[src/rtl/nreg_write_arbiter.sv]
// nreg_write_arbiter
//   Shares one WIDTH-bit storage register among N_REQ writers. The writers are
//   arbitrated round-robin with a valid/ready handshake. A writer that asks to
//   lock keeps the grant for a bounded burst of at most MAX_HOLD grants. The
//   winning lane is registered into io_Q at the next clock edge.
//
// Ports
//   clk           rising-edge clock
//   reset         synchronous, active-high
//   io_req_valid  per-requester write request
//   io_req_lock   per-requester request to keep the grant next cycle
//   io_req_data   lane i = bits [i*WIDTH +: WIDTH]
//   io_req_ready  one-hot combinational grant; all zero while reset is high
//   io_Q          shared register contents
//   io_grant_vld  a write landed on the last edge
//   io_grant_id   index of the last writer (holds when no write happens)
//   io_wr_count   total accepted writes, saturating at all-ones
module nreg_write_arbiter #(
  parameter int unsigned N_REQ    = 4,
  parameter int unsigned WIDTH    = 8,
  parameter int unsigned MAX_HOLD = 4,
  parameter int unsigned CNT_W    = 16,
  localparam int unsigned IdW     = $clog2(N_REQ)
) (
  input  logic                   clk,
  input  logic                   reset,
  input  logic [N_REQ-1:0]       io_req_valid,
  input  logic [N_REQ-1:0]       io_req_lock,
  input  logic [N_REQ*WIDTH-1:0] io_req_data,
  output logic [N_REQ-1:0]       io_req_ready,
  output logic [WIDTH-1:0]       io_Q,
  output logic                   io_grant_vld,
  output logic [IdW-1:0]         io_grant_id,
  output logic [CNT_W-1:0]       io_wr_count
);

  localparam int unsigned HoldW = $clog2(MAX_HOLD + 1);

  typedef enum logic [0:0] {StArb, StHold} state_e;

  state_e             state_q, state_d;
  logic [IdW-1:0]     ptr_q, ptr_d;
  logic [IdW-1:0]     owner_q, owner_d;
  logic [HoldW-1:0]   hold_cnt_q, hold_cnt_d;
  logic [WIDTH-1:0]   q_q, q_d;
  logic               gvld_q, gvld_d;
  logic [IdW-1:0]     gid_q, gid_d;
  logic [CNT_W-1:0]   cnt_q, cnt_d;

  logic               found;
  logic [IdW-1:0]     gnt_idx;
  logic [IdW-1:0]     idx;

  // Arbitration and next-state
  always_comb begin
    found        = 1'b0;
    gnt_idx      = '0;
    idx          = '0;
    state_d      = state_q;
    ptr_d        = ptr_q;
    owner_d      = owner_q;
    hold_cnt_d   = hold_cnt_q;
    io_req_ready = '0;

    if (!reset) begin
      unique case (state_q)
        StArb: begin
          // First valid lane starting from the round-robin pointer.
          for (int unsigned k = 0; k < N_REQ; k++) begin
            idx = IdW'((32'(ptr_q) + k) % N_REQ);
            if (!found && io_req_valid[idx]) begin
              found   = 1'b1;
              gnt_idx = idx;
            end
          end
          if (found) begin
            ptr_d = IdW'((32'(gnt_idx) + 32'd1) % N_REQ);
            if (io_req_lock[gnt_idx] && (MAX_HOLD > 1)) begin
              state_d    = StHold;
              owner_d    = gnt_idx;
              hold_cnt_d = HoldW'(1);
            end
          end
        end
        StHold: begin
          // Only the owner may win; if it is idle the burst ends and the
          // cycle is lost rather than handed to another lane.
          if (io_req_valid[owner_q]) begin
            found      = 1'b1;
            gnt_idx    = owner_q;
            hold_cnt_d = hold_cnt_q + HoldW'(1);
            if (!(io_req_lock[owner_q] && (32'(hold_cnt_q) + 32'd1 < MAX_HOLD))) begin
              state_d = StArb;
            end
          end else begin
            state_d = StArb;
          end
        end
        default: state_d = StArb;
      endcase
    end

    if (found) begin
      io_req_ready[gnt_idx] = 1'b1;
    end
  end

  // Shared register and status
  always_comb begin
    q_d    = q_q;
    gvld_d = found;
    gid_d  = gid_q;
    cnt_d  = cnt_q;
    if (found) begin
      q_d   = io_req_data[32'(gnt_idx) * WIDTH +: WIDTH];
      gid_d = gnt_idx;
      if (cnt_q != {CNT_W{1'b1}}) begin
        cnt_d = cnt_q + CNT_W'(1);
      end
    end
  end

  always_ff @(posedge clk) begin
    if (reset) begin
      state_q    <= StArb;
      ptr_q      <= '0;
      owner_q    <= '0;
      hold_cnt_q <= '0;
      q_q        <= '0;
      gvld_q     <= 1'b0;
      gid_q      <= '0;
      cnt_q      <= '0;
    end else begin
      state_q    <= state_d;
      ptr_q      <= ptr_d;
      owner_q    <= owner_d;
      hold_cnt_q <= hold_cnt_d;
      q_q        <= q_d;
      gvld_q     <= gvld_d;
      gid_q      <= gid_d;
      cnt_q      <= cnt_d;
    end
  end

  assign io_Q         = q_q;
  assign io_grant_vld = gvld_q;
  assign io_grant_id  = gid_q;
  assign io_wr_count  = cnt_q;

endmodule

[config.mk]
export PLATFORM = sky130hd
export DESIGN_NAME = nreg_write_arbiter
export DESIGN_NICKNAME = d
export VERILOG_FILES = /design/src/rtl/nreg_write_arbiter.sv
export SDC_FILE = /design/constraint.sdc
export NUM_CORES = 1
export LEC_CHECK = 0
export CAP_MARGIN = 10
export CORE_ASPECT_RATIO = 0.5
export CORE_MARGIN = 1.5
export CORE_UTILIZATION = 25
export CTS_BUF_LIST = sky130_fd_sc_hd__clkbuf_16
export DETAILED_ROUTE_END_ITERATION = 8
export GPL_TIMING_DRIVEN = 1
export SLEW_MARGIN = 20
export SYNTH_ARGS = -nofsm -noshare
export SYNTH_HDL_FRONTEND = slang
export SYNTH_SLANG_ARGS = --single-unit
[constraint.sdc]
create_clock -name clk -period 2.2 [get_ports clk]
set_clock_uncertainty 0.05 [all_clocks]
set_input_delay 0.22 -clock clk [delete_from_list [all_inputs] [get_ports clk]]
set_output_delay 0.22 -clock clk [all_outputs]
set_load 0.05 [all_outputs]
; ---- Word-level counts from Yosys, hierarchy flattened
; Index checks and enable logic that the tools add are counted.
; Widths: inputs -> output; s select.
[classes]
n_addsub = 7
order_cmp = 9
n_eq_ne = 4
n_shift = 1
mux = 50
bitwise_logic = 1
reduce_logical = 12
[op_table]
columns = operator, count
row1 = $shiftx 32x6->8, 1
row2 = $mux 1, 26
row3 = $lt 2x3->1 const B, 7
row4 = $add 16x1->16 const B, 1
row5 = $mux 2, 8
row6 = $ne 16x16->1 const B, 1
row7 = $bmux 1 s2, 7
row8 = $mux 3, 3
row9 = $pmux 3 s2, 1
row10 = $reduce_and 3->1, 2
row11 = $logic_and 1x1->1, 5
row12 = $add 2x1->2 const B, 2
row13 = $add 2x2->2 const B, 2
row14 = $add 3x1->4 const B, 1
row15 = $lt 4x3->1 const B, 1
row16 = $mux 4, 1
row17 = $ne 2x2->1 const B, 2
row18 = $pmux 1 s2, 2
row19 = $pmux 2 s2, 1
row20 = $reduce_and 2->1, 2
row21 = $add 3x1->3 const B, 1
row22 = $logic_not 1->1, 3
row23 = $demux 1 s2, 1
row24 = $ge 2x1->1 const B, 1
row25 = 2 further kinds, 2
[totals]
regBits = 35
in_bits = 42
out_inout_bits = 31
elab_cells = 92

; ---- Logic depth before layout (Yosys ltp)
; Gate-level depths: netlist (run 1).
[logic_depth]
word_depth = 27
depth_mapped = 8
ltp_nobuf = 7

; ---- Least setup slack after synthesis (run 1)
; OpenSTA, ideal clock, no wires.
[synth_path]
kind = reg-to-output
startpoint = register ptr_q[0]
endpoint = output port io_req_ready[1]
arrival_time_ns = 2.017
required_ns = 1.930
path_slack_ns = -0.087
path_stages_with_launch = 6
path_buffers = 0
cell_sequence = dfxtp_1 nor2b_4 or3_4 a2111oi_4 a21oi_4 nor2_1
[synth_between]
elab_chain_cells = 27
word_cells_on_any_way = 45
cone_classes = add/sub (3) / order compare (2) / mux (33) / reduce/logical (7)
[synth_lines]
columns = element, line_no
row1 = "start, declared", 42  ; logic [IdW-1:0] ptr_q, ptr_d;
row2 = "start signal, assigned", 135  ; ptr_q <= ptr_d;
row3 = $bmux 1 s2, 71  ; if (!found && io_req_valid[idx]) begin
row4 = $mux 1 (implied by the code), 71
row5 = $mux 1, 71
row6 = $mux 1, 66  ; unique case (state_q)
row7 = $mux 1, 65  ; if (!reset) begin
row8 = $logic_not 1->1, 71
row9 = $logic_and 1x1->1, 71
row10 = $mux 1, 71
row11 = (+11 left out), n/a
row12 = $mux 2, 65
row13 = $pmux 2 s2, 66
row14 = $mux 2, 65
row15 = $lt 2x3->1 (implied by the code) or $ge 2x1->1 (tied branches), 104  ; io_req_ready[gnt_idx] = 1'b1;
row16 = $logic_and 1x1->1 (implied by the code), 104
row17 = $mux 1 (implied by the code), 104
row18 = $demux 1 s2, 104
row19 = $mux 4 *, 103  ; if (found) begin
row20 = "end, declared", 30  ; output logic [N_REQ-1:0] io_req_ready,
; Every way passes the cells marked *; elsewhere a longest branch is shown, timed or not. The select of a mux whose other input is x is not followed.

; ---- Worst setup path in the final report (run 1)
[layout_path]
startpoint = register ptr_q[1]
endpoint = output port io_req_ready[1]
; The elaborated chain is that of the path after synthesis.

==> results of run 1 <==
## what timing repair did
| action | CTS | global route |
|---|---|---|
| endpoints found under the hold margin | 0 | 0 |
| buffers inserted | 9 | 2 |
| pin swaps | 5 | 7 |
| setup endpoints to repair | 17 | 20 |
| gates cloned | 1 | 0 |
| resized for setup | 18 | 8 |
## state kept, by name, summed over array words and instances (netlist names)
register,flops
io_wr_count,16
io_Q,8
hold_cnt_q,3
io_grant_id,2
owner_q,2
ptr_q,2
io_grant_vld,1
state_q,1
## per-stage QoR
| step | power [mW] | worst slack, ps | setup TNS [ps] |
|---|---|---|---|
| 6_report | 3.33 | -55.1 | -259 |
| 5_1_grt | 3.50 | -119 | -1250 |
| 4_1_cts | 3.30 | -45.6 | -246 |
| 3_5_place_dp | 2.24 | -430 | -10340 |
| 3_3_place_gp | 2.21 | -371 | -8370 |
| 2_1_floorplan | 1.70 | -83.6 | -167 |
## routing by layer
layer	routed length, microns	vias to the layer above	global-route usage (%)
li1	-	983	-
met3	167	7	2.91
met4	65	0	4.92
met1	2950	960	20.0
met2	3080	37	25.2
met5	0	-	0
## report_power, final
part / switching [mW] / internal [mW] / leakage [nW] / total, mW
Clock: 0.280 / 0.649 / 0.0900 / 0.929
Sequential: 0.105 / 0.758 / 0.291 / 0.863
Combinational: 0.792 / 0.749 / 0.931 / 1.54
Total: 1.18 / 2.16 / 1.31 / 3.33
## worst paths after layout
check | from | to | slack [ps] | cells past startpoint
worst max register to register | owner_q[1] | io_Q[3] | -30 | 5
worst min-delay path | io_grant_id[0] | io_grant_id[0] | 420 | 2
worst max-delay path | ptr_q[1] | io_req_ready[1] | -60 | 6
worst min register to register | io_grant_id[0] | io_grant_id[0] | 420 | 2
## cell usage after synthesis (2+ instances only)
library cell	count	area (sq um)
buf_4	2	15.0
nor4b_1	3	26.3
nand2_1	18	67.6
clkbuf_1	3	11.3
nor3b_1	2	15.0
and4_1	2	17.5
a21oi_1	9	45.0
a32o_1	2	20.0
dfxtp_1	35	701
nor3_1	6	30.0
mux4_2	10	225
a21o_1	8	60.1
nor4_1	4	25.0
ha_1	2	25.0
nand3_1	10	50.1
nand4_1	3	18.8
inv_1	7	26.3
and3_2	7	52.6
nor2_1	25	93.8
xnor2_1	13	114
mux2i_1	6	60.1
a211oi_1	2	15.0
o21ai_0	2	10.0
buf_2	2	10.0
## cells by family (layout without fill, tap and decap cells)
family / Yosys count / in the layout / share of synthesized area [%]
xor+xnor: 14 / 14 / 6.16
fa+ha+maj: 2 / 2 / 1.26
compound gates: 35 / 36 / 14.5
flops: 35 / 35 / 35.2
buf+inv: 16 / 124 / 4.21
simple gates: 90 / 90 / 24.3
mux: 16 / 16 / 14.3
## layout make-up
| cell class | instances | area, sq um |
|---|---|---|
| fill | 694 | 4160 |
| sequential | 35 | 716 |
| timing repair buffer | 109 | 1030 |
| tap | 108 | 135 |
| clock buffer | 5 | 125 |
| clock inverter | 3 | 67.6 |
| multi-input combinational | 158 | 1250 |
| inverter | 7 | 28.8 |
## worst min-delay path, cell delays in order (launching register included)
cell	delay, ps
dfxtp_1	310
nand3_1	60
nand2_1	50
==> results by group, run 1 <==
Run status
  • Outcome: complete, but fails checks
  • Failing checks: negative setup slack

Cells and area
  • Most frequent cells in the layout: clkdlybuf4s50_1, buf_4, dfxtp_1
  • Commonest non-fill, non-tap cell in the layout: clkdlybuf4s50_1
  • Synth-to-layout area growth: 68.7%
  • Layout Cells excl Fill: 425
  • Util after Layout: approximately 45%
  • Final layout net count: 360
  • Share of layout cells above drive strength 1: 29.3%
  • Fin area: about 3400 sq um
  • N_diodes: 0

Floorplan
  • Die Ht: ~66 microns
  • Rows: 22
  • Io pins: 73
  • Die X: 129 microns
  • Initial Util: between 20% and 30%
  • Core Area: roughly 7500 sq um
  • DIE AREA: approximately 8500 sq um

Power
  • PwrDens: around 1000 nW/um^2
  • Peak supply drop: around 0.34 mV
  • Static Leak: 1.31 nW

Critical path
  • Worst-path maximum fanout: 5
  • Crit path DAT: just under 2000 ps
  • Bufs and invs on worst path: 2
  • Worst Path Required: just under 2000 ps
  • Startpoint types: flip-flop
  • Critical path capture point type: output pin
  • Crit path max-delay family: simple AND/OR/NAND/NOR gates
  • Max incr delay on CP: slightly above 400 ps
  • Cell Chain, Critical Path: or3_4, a2111oi_4, buf_4, a21oi_4, nor2_2, buf_6
  • Crit Path Class: reg -> out
  • Crit-path slowest cell: or3_4

CTS
  • Post-CTS Hold Fix Bufs: 0
  • CTS tree: yes
  • Number of CTS-inserted buffers: 5
  • H-Tree Level Count: 2
  • Root Driver: clkbuf_16
  • Clock Path Buffers: 2
  • Clock transition at path regs: approximately 50 ps
  • Clock Sinks: 35
  • Skew-Pair Late Insertion Delay: approximately 280 ps

Placement
  • Cell Count Post-Placement: 405
  • Dpl hpwl: 4.60 mm
  • GP Congestion: 0.850
  • Placed Instance Area: roughly 3000 sq um
  • IO buf count: 72

STA
  • Final Hold Viols: 0
  • RSZ-0062 raised after global routing: yes
  • Period utilisation layout: 103%
  • Slew headroom: 65.2%
  • Final min period: approximately 2300 ps
  • Worst setup margin: -55.1 ps
  • Final slew viol count: 0
  • Worst hold margin: about 420 ps
  • Final setup fails: 10
  • Least-Margin Pin Slew: 520 ps
  • F_max: ~440 MHz

Yosys
  • Yosys cell types: 49
  • Syn_area_per_cell: around 9.6 sq um
  • Top FF cell, synth: dfxtp_1
  • Mapped Cells: around 210
  • Sequential fraction of the synthesis area: between 30% and 40%
  • YS warnings: 0
  • Async S/R FF share, synth: 0%
  • Post-Syn Nets: about 250
  • Flops & latches, synth: 35
  • Post-synth EDFFs: 0
  • Mapped Area: a little under 2000 sq um

Detailed routing
  • DR WL/cell: 14.7 microns
  • Routed vias/inst: 4.68
  • Drt drc: 0
  • First-iteration detailed-routing DRC count: 142
  • DRT antenna net count: 0
  • WL final: 6.26 mm
  • DR vias: between 1500 and 2000
  • 1st-pass router iterations: 4

GRT
  • First-pass GRT wire length: between 9 and 10 mm
  • GR Overflow Total: 0
  • Gr usage total: ~15%
  • Largest net degree at the start of global routing: 22
  • Initial antenna violation count: 0
  • Vias in the first global route: about 2000

Run
  • Max-cap viol count: 0

Hold path
  • Worst hold path type: reg -> reg
No activity file was read; power rests on OpenSTA's default activity.
==> inputs of run 2 (changes only) <==
- SLEW_MARGIN: 20 -> 15
==> results of run 2 <==
No change in the layout: final DEF, timing and power equal those of run 1.
==> inputs of run 3 (changes only) <==
- CORE_MARGIN: 1.5 -> not set
- HOLD_SLACK_MARGIN: not set -> 0.1
==> run 3 against run 2 <==
Compared with the run above:
- the run still ends with negative setup slack left
- final area shrank 0.56%
- sequential cell count is the same
- combinational power is essentially flat
- wire length shrank 1.2%
- first-iteration DRC count is 46% lower
- critical path depth rose by 1
- worst hold slack worse by 0.73 ps
- non-clock buffer count decreased by 6
- clock-buffer cell count unchanged
- critical path type unchanged
- largest cell class unchanged
==> results by group, run 3 (synthesis results as in run 1) <==
Critical path
  • Crit path DAT: 1960 ps (was 1990 ps)
  • Worst-path maximum fanout: 5 (unchanged)
  • Crit-path slowest cell: dfxtp_4 (was or3_4)
  • Crit Path Class: reg -> out (unchanged)
  • Max incr delay on CP: 370 ps (was 410 ps)
  • Worst Path Required: 1930 ps (about the same)
  • Startpoint types: flip-flop (unchanged)
  • Cell Chain, Critical Path: and2b_4, nand3b_1, a2111oi_4, buf_4, a21oi_4, nor2_2, buf_6 (was or3_4, a2111oi_4, buf_4, a21oi_4, nor2_2, buf_6)
  • Critical path capture point type: output pin (unchanged)

CTS
  • Clock Path Buffers: 2 (unchanged)
  • Skew-Pair Late Insertion Delay: 280 ps (about the same)
  • Number of CTS-inserted buffers: 5 (unchanged)
  • Post-CTS Hold Fix Bufs: 0 (unchanged)
  • H-Tree Level Count: 2 (unchanged)
  • Root Driver: clkbuf_16 (unchanged)
  • Clock Sinks: 35 (unchanged)
  • Clock transition at path regs: 60 ps (was 50 ps)
  • CTS tree: yes (unchanged)

Floorplan
  • DIE AREA: 8340 sq um (was 8530 sq um)
  • Io pins: 73 (unchanged)
  • Die Ht: 65.1 microns (was 66.1 microns)
  • Rows: 22 (unchanged)
  • Die X: 128 microns (was 129 microns)
  • Core Area: 7510 sq um (unchanged)
  • Initial Util: 26.5% (unchanged)

STA
  • Final min period: 2230 ps (was 2260 ps)
  • Final Hold Viols: 0 (unchanged)
  • Period utilisation layout: 101% (was 103%)
  • Least-Margin Pin Slew: 522 ps (was 520 ps)
  • Worst setup margin: -27.8 ps (was -55.1 ps)
  • Slew headroom: 65.1% (was 65.2%)
  • Final setup fails: 5 (was 10)
  • RSZ-0062 raised after global routing: yes (unchanged)
  • F_max: 449 MHz (was 443 MHz)
  • Final slew viol count: 0 (unchanged)

Placement
  • Setup WS pre-CTS: -577 ps (was -430 ps)
  • IO buf count: 72 (unchanged)
  • Dpl hpwl: 4.61 mm (was 4.60 mm)
  • GP Congestion: 0.889 (was 0.850)

Detailed routing
  • DR WL/cell: 14.8 microns (was 14.7 microns)
  • Routed vias/inst: 4.72 (was 4.68)
  • Drt drc: 0 (unchanged)
  • 1st-pass router iterations: 6 (was 4)
  • DR vias: 1979 (was 1987)
  • First-iteration detailed-routing DRC count: 77 (was 142)
  • DRT antenna net count: 0 (unchanged)
  • WL final: 6.18 mm (was 6.26 mm)

Cells and area
  • Synth-to-layout area growth: 67.7% (was 68.7%)
  • Most frequent cells in the layout: clkdlybuf4s50_1, buf_4, dfxtp_1 (unchanged)
  • Final layout net count: 354 (was 360)
  • Share of layout cells above drive strength 1: 28.3% (was 29.3%)
  • Commonest non-fill, non-tap cell in the layout: clkdlybuf4s50_1 (unchanged)
  • N_diodes: 0 (unchanged)
  • Max reg flops: 16 (unchanged)

GRT
  • Largest net degree at the start of global routing: 22 (unchanged)
  • Gr usage total: 16.0% (was 15.2%)
  • Vias in the first global route: 2081 (was 1989)
  • Routing usage on met2: 28.6% (was 25.2%)
  • GR Overflow Total: 0 (unchanged)
  • Most Crowded Layer GR: met2 (unchanged)
  • Grt met1 use: 19.3% (was 20.0%)
  • Initial antenna violation count: 0 (unchanged)
  • First-pass GRT wire length: 10.2 mm (was 9.90 mm)
  • Met3 GRT Util: 3.30% (was 2.91%)

Hold path
  • Worst hold path type: reg -> reg (unchanged)

Power
  • Static Leak: 1.28 nW (was 1.31 nW)
  • PwrDens: 957 nW/um^2 (was 993 nW/um^2)
  • Total power: 3.19 mW (was 3.33 mW)
  • Peak supply drop: 0.335 mV (was 0.345 mV)

Run status
  • Outcome: complete, but fails checks (unchanged)
  • Failing checks: negative setup slack (unchanged)

Run
  • Max-cap viol count: 0 (unchanged)
run 3: path summary, 6_finish.rpt:
check                                    start              end  slack, ps  cells after the start
worst min-delay path            io_grant_id[0]   io_grant_id[0]        420                      2
worst max-delay path                  ptr_q[0]  io_req_ready[1]        -30                      7
worst max register to register      owner_q[1]          io_Q[4]        -10                      5
worst min register to register  io_grant_id[0]   io_grant_id[0]        420                      2
run 3: critical path, delay by kind of cell, from the launching register on:
family	cells	cell delay, ps
AOI/OAI and AO/OA	2	430
buffers and inverters	2	360
and+or+nand+nor	3	530
DFF	1	370
run 3: where the power goes:
part	internal [mW]	total, mW	switching [mW]	leakage, nW
sequential	0.758	0.865	0.107	0.291
clock	0.528	0.793	0.265	0.0812
combinational	0.720	1.54	0.815	0.909
run 3: repair_timing:
action / 4_1_cts / 5_1_grt
gates resized for setup: 26 / 7
hold endpoints to repair: 0 / 0
endpoints found under the setup margin: 18 / 17
cloned: 1 / 0
buffers inserted: 7 / 1
pin swaps: 9 / 7
run 3: metal layers:
metal / up-vias / wire length, microns / share of wire (%)
li1: 969 / - / -
met4: 0 / 15 / 0.24
met5: - / 0 / 0
met3: 3 / 192 / 3.1
met1: 970 / 2750 / 44
met2: 37 / 3230 / 52
run 3: final cells by class:
| cell class | count | area (sq um) |
|---|---|---|
| inverters | 7 | 28.8 |
| repair buffers | 103 | 995 |
| clock inverters | 3 | 38.8 |
| multi-input cells | 158 | 1300 |
| well taps | 108 | 135 |
| clock buffers | 5 | 125 |
| flip-flops and latches | 35 | 716 |
| fillers | 698 | 4180 |
run 3: metrics by stage:
step	hold slack (ps)	std cells	setup TNS [ps]	cell area, sq um	utilization, %
after floorplan	435	208	-167	2000	-
after detailed placement	404	403	-10730	3010	40.0
after global routing	450	419	-670	3340	44.4
final	416	419	-53.3	3340	44.4
after global placement	392	403	-7000	3010	40.0
after CTS	418	418	-25.9	3300	43.9
